<file path="config.mk">
export PLATFORM = sky130hd
export DESIGN_NAME = multi_mode_ff_bank
export DESIGN_NICKNAME = d
export VERILOG_FILES = /design/src/rtl/multi_mode_ff_bank.sv
export SDC_FILE = /design/constraint.sdc
export NUM_CORES = 1
export LEC_CHECK = 0
export CAP_MARGIN = 20
export CORE_MARGIN = 1
export CORE_UTILIZATION = 40
export CTS_BUF_LIST = sky130_fd_sc_hd__clkbuf_8
export DETAILED_ROUTE_END_ITERATION = 8
export HOLD_SLACK_MARGIN = 0.02
export PLACE_DENSITY = 0.65
export RECOVER_POWER = 25
export REMOVE_ABC_BUFFERS = 1
export SYNTH_ARGS = -nofsm -noshare
export SYNTH_HDL_FRONTEND = slang
export SYNTH_SLANG_ARGS = --single-unit
export TNS_END_PERCENT = 100
</file>
<file path="constraint.sdc">
create_clock -name clk -period 2.3 [get_ports clk]
set_clock_uncertainty 0.05 [all_clocks]
set_input_delay 0.46 -clock clk [delete_from_list [all_inputs] [get_ports clk]]
set_output_delay 0.46 -clock clk [all_outputs]
set_load 0.01 [all_outputs]
</file>
<file path="src/rtl/multi_mode_ff_bank.sv">
// Bank of WIDTH flip-flops that act as D, T, JK or SR registers, or as an up/down counter with a wrap pulse.
// Define FFBANK_SR_ERR_EN to make err a sticky flag for SR set/reset conflicts; otherwise err is tied to 0.
module multi_mode_ff_bank #(
    parameter int WIDTH     = 8,
    parameter int MAX_COUNT = 255
) (
    input  logic             clk,
    input  logic             reset,
    input  logic             en,
    input  logic [2:0]       mode,
    input  logic [WIDTH-1:0] a,
    input  logic [WIDTH-1:0] b,
    output logic [WIDTH-1:0] q,
    output logic             tc,
    output logic             err
);

    typedef enum logic [2:0] {
        MODE_HOLD = 3'b000,
        MODE_D    = 3'b001,
        MODE_T    = 3'b010,
        MODE_JK   = 3'b011,
        MODE_SR   = 3'b100,
        MODE_UP   = 3'b101,
        MODE_DOWN = 3'b110,
        MODE_RSVD = 3'b111
    } mode_e;

    localparam logic [WIDTH-1:0] MAX_Q = WIDTH'(MAX_COUNT);

    mode_e            mode_sel;
    logic [WIDTH-1:0] q_next;
    logic             wrap;

    assign mode_sel = mode_e'(mode);

    always_comb begin
        q_next = q;
        wrap   = 1'b0;
        case (mode_sel)
            MODE_D:  q_next = a;
            MODE_T:  q_next = q ^ a;
            // JK per bit: 10 set, 11 toggle, 00 hold, 01 clear
            MODE_JK: q_next = (a & ~b) | (a & b & ~q) | (~a & ~b & q);
            // SR per bit: 10 set, 01 clear, 00 and 11 both hold
            MODE_SR: q_next = (a & ~b) | (q & ~(a ^ b));
            MODE_UP: begin
                if (q >= MAX_Q) begin
                    q_next = '0;
                    wrap   = 1'b1;
                end else begin
                    q_next = q + 1'b1;
                end
            end
            MODE_DOWN: begin
                if (q == '0) begin
                    q_next = MAX_Q;
                    wrap   = 1'b1;
                end else begin
                    q_next = q - 1'b1;
                end
            end
            default: q_next = q;
        endcase
    end

    always_ff @(posedge clk) begin
        if (reset) begin
            q  <= '0;
            tc <= 1'b0;
        end else if (en) begin
            q  <= q_next;
            tc <= wrap;
        end else begin
            tc <= 1'b0;
        end
    end

`ifdef FFBANK_SR_ERR_EN
    logic sr_conflict;

    assign sr_conflict = (mode_sel == MODE_SR) && (|(a & b));

    always_ff @(posedge clk) begin
        if (reset) begin
            err <= 1'b0;
        end else if (en && sr_conflict) begin
            err <= 1'b1;
        end
    end
`else
    assign err = 1'b0;
`endif

endmodule

</file>
==> results.sh, run 1 <==
export IMPL_synthToLayoutAreaGrowth_pct=29.0
export IMPL_arrival_ps=2260
export IMPL_fillers=337
export IMPL_ys_ff_latch=9
export IMPL_layout_min_cycle_time_ps=2180
export IMPL_cts_sinks=9
export IMPL_io_buffers=30
export IMPL_syn_area_um2=1490
export IMPL_fin_ws_ps=116
export IMPL_std_cell_rows=21
export IMPL_cts_root_buffer="clkbuf_8"
export IMPL_core_um2=3440
export IMPL_synth_async_reset_ratio=0
export IMPL_antenna_cells=0
export IMPL_clockBufferDepth=2
export IMPL_p_comb_frac=0.456
export IMPL_maxCapViolCount=0
export IMPL_drc_errors=0
export IMPL_dp_worst_setup_slack_ps=-112
export IMPL_vias=1689
export IMPL_htree_levels=1
export IMPL_multi_input_area_um2=1150
export IMPL_layout_common_cells="27 x clkdlybuf4s50_1, 20 x a21oi_1, 17 x nor2_1"
export IMPL_timing_hold_ws_ps=611
export IMPL_power_switching_uw=271
export IMPL_hold_buffers=0
export IMPL_grt_pass1_wl_mm=7.10
export IMPL_internal_power_uw=461
export IMPL_final_common_cell="clkdlybuf4s50_1"
export IMPL_slew_violations=0
export IMPL_dp_hpwl_mm=3.02
export IMPL_drive_gt1_frac=0.113
export IMPL_cp_slowest_cell="clkdlybuf4s50_1"
export IMPL_ios=32
export IMPL_antenna_found_initial=0
export IMPL_crit_buf_inv=2
export IMPL_vias_per_cell=5.91
export IMPL_hold_violations=0
export IMPL_rr_worst_depth=6
export IMPL_fin_nets=273
export IMPL_hold_path_class="register to register"
export IMPL_worst_pin_slew_ps=533
export IMPL_yosysWarnings=0
export IMPL_path_depth=8
export IMPL_seq_power_share=0.288
export IMPL_die_w_um=63.1
export IMPL_synth_cell_type_count=54
export IMPL_cts_tree="built"
export IMPL_dieArea_um2=3980
export IMPL_relSlewSlack=0.644
export IMPL_initial_utilization=0.433
export IMPL_fin_util=0.559
export IMPL_numCtsBuffers=3
export IMPL_track_usage=0.219
export IMPL_placed_cell_area_um2=1880
export IMPL_crit_path_cell_trace="clkdlybuf4s50_1 > inv_1 > ha_1 > nand2b_1 > a21oi_2 > o221ai_1 > a211o_1 > o31a_1"
export IMPL_fmax_mhz=458
export IMPL_ff_latch_area_um2=180
export IMPL_p_clk_frac=0.256
export IMPL_fin_crit_sh=0.950
export IMPL_crit_path_max_incr_delay_ps=450
export IMPL_p_leak_uw=0.000793
export IMPL_path_clk_slew_ps=50
export IMPL_startpoint_type="input pin"
export IMPL_totalWireLength_mm=4.10
export IMPL_worstSetupPathType="input pin to register"
export IMPL_switching_share=0.370
export IMPL_p_per_area_nw_per_um2=380
export IMPL_synth_edf_count=0
export IMPL_grt_pass1_vias=1511
export IMPL_ant_nets=0
export IMPL_stdcell_area_um2=1920
export IMPL_firstDrtPassIters=4
export IMPL_critPathMaxFanout=2
export IMPL_setup_violations=0
export IMPL_grt_max_degree=29
export IMPL_cp_top_family="compound AO/OA/AOI/OAI gates"
export IMPL_holdPathStages=2
export IMPL_seq_area_frac_synth=0.121
export IMPL_syn_instance_count=212
export IMPL_overflow=0
export IMPL_irDropWorstVdd_mv=0.252
export IMPL_die_height_um=63.1
export IMPL_wire_per_inst_um=14.3
export IMPL_critPathRequiredTime_ps=2380
export IMPL_avgSynthCellArea_um2=7.04
export IMPL_place_congestion=0.960
export IMPL_outcome="complete, no violations"
export IMPL_end_kind="register"
export IMPL_rsz0062_at_grt="false"
export IMPL_clock_latency_ps=240
export IMPL_drt_initial_drc_count=84
export IMPL_yosys_most_used_dff="dfxtp_1"
## power groups by stage
stage          Sequential (µW)  Combinational (µW)  Clock (µW)
2_1_floorplan              209                 175           0
3_3_place_gp               212                 328           0
3_5_place_dp               212                 331           0
4_1_cts                    209                 332         189
5_1_grt                    214                 372         199
6_report                   211                 334         188
## sequential cells by signal (all words and copies together) (netlist names)
| register | cells |
|---|---|
| tc | 1 |
| q | 8 |
## per-stage QoR
stage	std cells	power, µW	TNS [ps]
floorplan	191	384	0
global placement	282	540	-62.2
detailed placement	282	543	-112
CTS	286	730	0
global route	286	786	0
finish	286	732	0
## per-layer routing
layer,vias up,track usage,part of all wire
li1,845,-,-
met1,776,0.305,0.47
met2,64,0.340,0.46
met3,4,0.0543,0.065
met4,0,0.0378,0.0073
met5,-,0,0
## timing repair
item                                   in CTS  in global routing
resized for setup                           0                  1
setup endpoints to repair                   0                  1
buffers inserted                            0                  0
endpoints found under the hold margin       0                  0
## cells by family (layout without fill, tap and decap cells)
logic type	count (synthesis)	count (layout)	synth area share
AOI/OAI and AO/OA	78	78	0.351
xor gates and xnor gates	4	4	0.0235
adders and majority gates	10	10	0.0839
buffers and inverters	36	64	0.112
DFF	9	9	0.121
muxes	11	11	0.0831
other	1	1	0.00251
and+or+nand+nor	63	63	0.223
## worst register-to-register path, stage by stage (launching register included)
cell,delay [ps]
dfxtp_1,580
inv_1,90
ha_1,300
o22a_1,230
mux4_2,450
nor2_1,100
o31ai_1,70
## area by class of cell
type                            count  share of cell area
Clock buffer                        3              0.0215
Clock inverter                      1             0.00195
Inverter                           15              0.0293
Multi-Input combinational cell    167               0.596
Sequential cell                     9              0.0936
Tap cell                           46              0.0299
Timing Repair Buffer               45               0.228
## cell usage after synthesis, types with 2 or more instances
library cell | instances | area share
inv_2 | 2 | 0.0050
a22oi_1 | 2 | 0.010
xnor2_1 | 2 | 0.012
o31ai_1 | 2 | 0.010
o21ai_1 | 3 | 0.010
a211oi_1 | 4 | 0.020
nand3_1 | 8 | 0.027
nor3_1 | 2 | 0.0067
clkbuf_1 | 6 | 0.015
a221o_1 | 2 | 0.013
ha_1 | 10 | 0.084
nand2_1 | 12 | 0.030
a21o_1 | 3 | 0.015
mux2i_1 | 9 | 0.060
inv_1 | 13 | 0.033
and3_1 | 3 | 0.013
a31oi_1 | 2 | 0.0084
o21a_1 | 2 | 0.010
o211ai_1 | 2 | 0.010
a221oi_1 | 2 | 0.012
nand4_1 | 3 | 0.013
a21oi_1 | 21 | 0.070
nand3b_1 | 7 | 0.035
o221ai_1 | 6 | 0.035
xor2_1 | 2 | 0.012
nor2_1 | 17 | 0.043
o21ai_0 | 15 | 0.050
nand2b_1 | 3 | 0.013
o211a_1 | 2 | 0.013
buf_4 | 3 | 0.015
buf_2 | 11 | 0.037
dfxtp_1 | 9 | 0.12
## path summary, 6_finish.rpt
kind | slack [ps] | endpoint | startpoint
max | 120 | q[5]$_SDFFE_PP0P_ | b[5]
min | 610 | q[1]$_SDFFE_PP0P_ | q[1]$_SDFFE_PP0P_
max reg2reg | 310 | q[2]$_SDFFE_PP0P_ | q[1]$_SDFFE_PP0P_
min reg2reg | 610 | q[1]$_SDFFE_PP0P_ | q[1]$_SDFFE_PP0P_
Power figures use the tool's default switching activity.
==> run 2: changes to the inputs <==
--- a/config.mk
+++ b/config.mk
@@ -6,12 +6,13 @@
 export NUM_CORES = 1
 export LEC_CHECK = 0
 export CAP_MARGIN = 20
+export CORE_ASPECT_RATIO = 1.4
 export CORE_MARGIN = 1
 export CORE_UTILIZATION = 40
 export CTS_BUF_LIST = sky130_fd_sc_hd__clkbuf_8
 export DETAILED_ROUTE_END_ITERATION = 8
 export HOLD_SLACK_MARGIN = 0.02
-export PLACE_DENSITY = 0.65
+export PLACE_DENSITY = 0.74
 export RECOVER_POWER = 25
 export REMOVE_ABC_BUFFERS = 1
 export SYNTH_ARGS = -nofsm -noshare
==> run 2 against run 1 <==
  * Global-route usage increased by 2.4 points
  * Hold slack improved by 50 ps
  * Power up 1.2%
  * Die area is essentially flat
  * Cell count decreased by 0.35%
  * Clock-buffer cell count unchanged
  * Routed wire length is 6.6% higher
  * Sequential cell count unchanged
  * First-iteration DRC count down 32%
  * Combinational power is 5% higher
  * Critical path type unchanged
  * Largest power group unchanged
==> results.sh, run 2 (synthesis gave the netlist of run 1 again) <==
export IMPL_p_leak_uw=0.000821
export IMPL_die_w_um=53.6
export IMPL_grt_max_degree=25
export IMPL_worstSetupPathType="input pin to register"
export IMPL_path_clk_slew_ps=50
export IMPL_fin_util=0.562
export IMPL_maxCapViolCount=0
export IMPL_std_cell_rows=25
export IMPL_die_height_um=74.3
export IMPL_drive_gt1_frac=0.127
export IMPL_htree_levels=1
export IMPL_ant_nets=0
export IMPL_outcome="complete, no violations"
export IMPL_dieArea_um2=3980
export IMPL_layout_min_cycle_time_ps=2150
export IMPL_ios=32
export IMPL_crit_path_max_incr_delay_ps=450
export IMPL_clockBufferDepth=2
export IMPL_hold_violations=0
export IMPL_fin_setup_tns_ps=0
export IMPL_fin_ws_ps=148
export IMPL_hold_buffers=0
export IMPL_cts_setup_buffers=0
export IMPL_cts_tree="built"
export IMPL_fin_nets=278
export IMPL_totalWireLength_mm=4.37
export IMPL_r2r_setup_slack_ps=340
export IMPL_slew_violations=0
export IMPL_overflow=0
export IMPL_irDropWorstVdd_mv=0.271
export IMPL_dp_hpwl_mm=3.27
export IMPL_largest_register_ffs=8
export IMPL_grt_pass1_wl_mm=7.16
export IMPL_critPathMaxFanout=2
export IMPL_end_kind="register"
export IMPL_fin_crit_sh=0.936
export IMPL_grt_pass1_vias=1601
export IMPL_place_congestion=0.972
export IMPL_worst_pin_slew_ps=523
export IMPL_synthToLayoutAreaGrowth_pct=30.8
export IMPL_clock_latency_ps=240
export IMPL_fmax_mhz=465
export IMPL_numCtsBuffers=3
export IMPL_reg_largest_list="q: 8 flops, tc: 1 flops"
export IMPL_critPathRequiredTime_ps=2380
export IMPL_cp_slowest_cell="clkdlybuf4s50_1"
export IMPL_arrival_ps=2230
export IMPL_crit_buf_inv=2
export IMPL_cp_top_family="compound AO/OA/AOI/OAI gates"
export IMPL_final_common_cell="clkdlybuf4s50_1"
export IMPL_ctsResizeCount=0
export IMPL_drc_errors=0
export IMPL_rsz0062_at_grt="false"
export IMPL_startpoint_type="input pin"
export IMPL_crit_path_cell_trace="clkdlybuf4s50_1 > inv_1 > ha_1 > nand2b_1 > a21oi_1 > o221ai_1 > a211o_1 > o31a_1"
export IMPL_setup_violations=0
export IMPL_p_per_area_nw_per_um2=380
export IMPL_wire_per_inst_um=15.3
export IMPL_cts_root_buffer="clkbuf_8"
export IMPL_cts_sinks=9
export IMPL_fillers=339
export IMPL_vias_per_cell=6.10
export IMPL_initial_utilization=0.430
export IMPL_post_layout_total_power_uw=741
export IMPL_hold_path_class="register to register"
export IMPL_io_buffers=30
export IMPL_firstDrtPassIters=4
export IMPL_top_register="q"
export IMPL_layout_common_cells="26 x clkdlybuf4s50_1, 21 x a21oi_1, 18 x buf_4"
export IMPL_core_um2=3470
export IMPL_antenna_cells=0
export IMPL_relSlewSlack=0.651
export IMPL_drt_initial_drc_count=57
export IMPL_antenna_found_initial=0
export IMPL_vias=1739
export IMPL_track_usage=0.243
export IMPL_dp_worst_setup_slack_ps=-83.0
## run 2: layer usage
| layer | global-route usage | vias up | routed length [µm] |
|---|---|---|---|
| met2 | 0.411 | 70 | 2130 |
| li1 | - | 851 | - |
| met4 | 0.120 | 0 | 134 |
| met5 | 0 | - | 0 |
| met1 | 0.300 | 805 | 1850 |
| met3 | 0.0204 | 13 | 255 |
## run 2: final cells by class
| type | count | area (µm²) | area share |
|---|---|---|---|
| Inverter | 15 | 56.3 | 0.0289 |
| Tap cell | 40 | 50.0 | 0.0257 |
| Multi-Input combinational cell | 167 | 1140 | 0.586 |
| Timing Repair Buffer | 50 | 475 | 0.244 |
| Clock inverter | 1 | 3.75 | 0.00192 |
| Sequential cell | 9 | 180 | 0.0924 |
| Clock buffer | 3 | 41.3 | 0.0212 |
## run 2: per-stage QoR
step                      hold WS (ps)  instance area [µm²]  cells
after floorplan                    478                 1380    191
after global placement             630                 1910    281
after detailed placement           649                 1910    281
after CTS                          660                 1950    285
after global routing               700                 1950    285
final                              661                 1950    285
## run 2: final timing paths
path / startpoint / end / cells past startpoint
setup / recovery: b[5] / q[5]$_SDFFE_PP0P_ / 8
hold / removal: q[1]$_SDFFE_PP0P_ / q[1]$_SDFFE_PP0P_ / 3
setup reg to reg: q[3]$_SDFFE_PP0P_ / q[3]$_SDFFE_PP0P_ / 6
hold reg to reg: q[1]$_SDFFE_PP0P_ / q[1]$_SDFFE_PP0P_ / 3
## run 2: worst min-delay path: cells and delay by family, from the launching register on
kind | cells | cell delay, ps
AO/OA/AOI/OAI | 1 | 60
buffers and inverters | 1 | 180
flip-flops | 1 | 360
AND/OR/NAND/NOR | 1 | 60
## run 2: where the power goes
group / switching (µW) / internal [µW]
sequential: 33.4 / 169
combinational: 170 / 180
clock: 71.7 / 117
==> run 3: changes to the inputs <==
--- a/config.mk
+++ b/config.mk
@@ -7,12 +7,11 @@
 export LEC_CHECK = 0
 export CAP_MARGIN = 20
 export CORE_ASPECT_RATIO = 1.4
-export CORE_MARGIN = 1
 export CORE_UTILIZATION = 40
 export CTS_BUF_LIST = sky130_fd_sc_hd__clkbuf_8
 export DETAILED_ROUTE_END_ITERATION = 8
 export HOLD_SLACK_MARGIN = 0.02
-export PLACE_DENSITY = 0.74
+export PLACE_DENSITY_LB_ADDON = 0.25
 export RECOVER_POWER = 25
 export REMOVE_ABC_BUFFERS = 1
 export SYNTH_ARGS = -nofsm -noshare
==> run 3 against run 2 <==
  * Maximum frequency increased by 0.83%
  * Combinational power about the same
  * Highest routed layer unchanged
  * Register-to-register slack improved by 30 ps
  * Sequential cell count unchanged
  * Critical path type unchanged
  * Critical endpoint unchanged
==> results.sh, run 3 (synthesis gave the netlist of run 1 again) <==
export IMPL_worstSetupPathType="input pin to register"
export IMPL_clock_latency_ps=240
export IMPL_grt_pass1_vias=1565
export IMPL_numCtsBuffers=3
export IMPL_drt_initial_drc_count=57
export IMPL_final_common_cell="clkdlybuf4s50_1"
export IMPL_fin_crit_sh=0.928
export IMPL_top_register="q"
export IMPL_ctsResizeCount=0
export IMPL_hold_path_class="register to register"
export IMPL_path_clk_slew_ps=60
export IMPL_fillers=341
export IMPL_multi_input_area_um2=1140
export IMPL_htree_levels=1
export IMPL_clockBufferDepth=2
export IMPL_p_per_area_nw_per_um2=381
export IMPL_cts_setup_buffers=0
export IMPL_place_congestion=0.837
export IMPL_p_leak_uw=0.000830
export IMPL_critPathMaxFanout=2
export IMPL_vias_per_cell=6.00
export IMPL_die_height_um=74.3
export IMPL_ant_nets=0
export IMPL_end_kind="register"
export IMPL_timing_hold_ws_ps=518
export IMPL_core_um2=3470
export IMPL_maxCapViolCount=0
export IMPL_cts_root_buffer="clkbuf_8"
export IMPL_startpoint_type="input pin"
export IMPL_relSlewSlack=0.640
export IMPL_io_buffers=30
export IMPL_antenna_found_initial=0
export IMPL_vias=1722
export IMPL_layout_min_cycle_time_ps=2130
export IMPL_slew_violations=0
export IMPL_hold_buffers=0
export IMPL_std_cell_rows=25
export IMPL_hold_violations=0
export IMPL_reg_largest_list="q: 8 flops, tc: 1 flops"
export IMPL_setup_violations=0
export IMPL_dp_hpwl_mm=3.21
export IMPL_dieArea_um2=3980
export IMPL_overflow=0
export IMPL_initial_utilization=0.430
export IMPL_grt_max_degree=32
export IMPL_firstDrtPassIters=4
export IMPL_rsz0062_at_grt="false"
export IMPL_totalWireLength_mm=4.33
export IMPL_fin_util=0.566
export IMPL_track_usage=0.240
export IMPL_worst_pin_slew_ps=540
export IMPL_fmax_mhz=469
export IMPL_outcome="complete, no violations"
export IMPL_fin_nets=280
export IMPL_cts_sinks=9
export IMPL_wire_per_inst_um=15.1
export IMPL_arrival_ps=2210
export IMPL_drive_gt1_frac=0.134
export IMPL_ff_latch_area_um2=180
export IMPL_antenna_cells=0
export IMPL_layout_common_cells="26 x clkdlybuf4s50_1, 21 x a21oi_1, 20 x buf_4"
export IMPL_synthToLayoutAreaGrowth_pct=31.8
export IMPL_cts_tree="built"
export IMPL_ios=32
export IMPL_die_w_um=53.6
export IMPL_grt_pass1_wl_mm=7.18
export IMPL_critPathRequiredTime_ps=2380
export IMPL_irDropWorstVdd_mv=0.270
export IMPL_drc_errors=0
export IMPL_largest_register_ffs=8
run 3: cell count changes in the layout (fill, tap and decap cells not counted):
| cell | change |
|---|---|
| buf_4 | +2 |
run 3: path summary, 6_finish.rpt:
kind / to / slack, ps / cells past startpoint / start
max: q[5]$_SDFFE_PP0P_ / 170 / 8 / b[5]
min: q[1]$_SDFFE_PP0P_ / 520 / 2 / q[1]$_SDFFE_PP0P_
max reg2reg: q[3]$_SDFFE_PP0P_ / 370 / 6 / q[3]$_SDFFE_PP0P_
min reg2reg: q[1]$_SDFFE_PP0P_ / 520 / 2 / q[1]$_SDFFE_PP0P_
run 3: power breakdown:
part / switching [µW] / leakage, µW / internal (µW)
sequential: 33.6 / 0.0000741 / 169
combinational: 168 / 0.000729 / 183
clock: 77.5 / 0.0000269 / 118
run 3: critical path: stages:
cell and delay [ps]:
clkdlybuf4s50_1 450, inv_1 50, ha_1 260, nand2b_1 140, a21oi_1 150, o221ai_1 130, a211o_1 300, o31a_1 280
run 3: per-stage QoR:
stage	setup TNS, ps	cells	total power [µW]	area (µm²)	worst slack [ps]
after global placement	-64.2	283	553	1920	-64.2
after global routing	0	287	800	1970	57.9
after floorplan	0	191	384	1380	447
after CTS	0	287	754	1970	159
after detailed placement	-88.6	283	557	1920	-88.6
final	0	287	748	1970	166
run 3: area by class of cell:
class,count,area share
Inverter,15,0.0286
Multi-Input combinational cell,167,0.582
Timing Repair Buffer,52,0.250
Clock buffer,3,0.0210
Clock inverter,1,0.00191
Sequential cell,9,0.0917
Tap cell,40,0.0255
run 3: per-layer routing:
| metal | GRT usage | up-vias | wire (µm) |
|---|---|---|---|
| met1 | 0.304 | 815 | 1950 |
| met4 | 0.0965 | 0 | 41 |
| met3 | 0.0184 | 6 | 154 |
| met5 | 0 | - | 0 |
| li1 | - | 856 | - |
| met2 | 0.410 | 45 | 2180 |
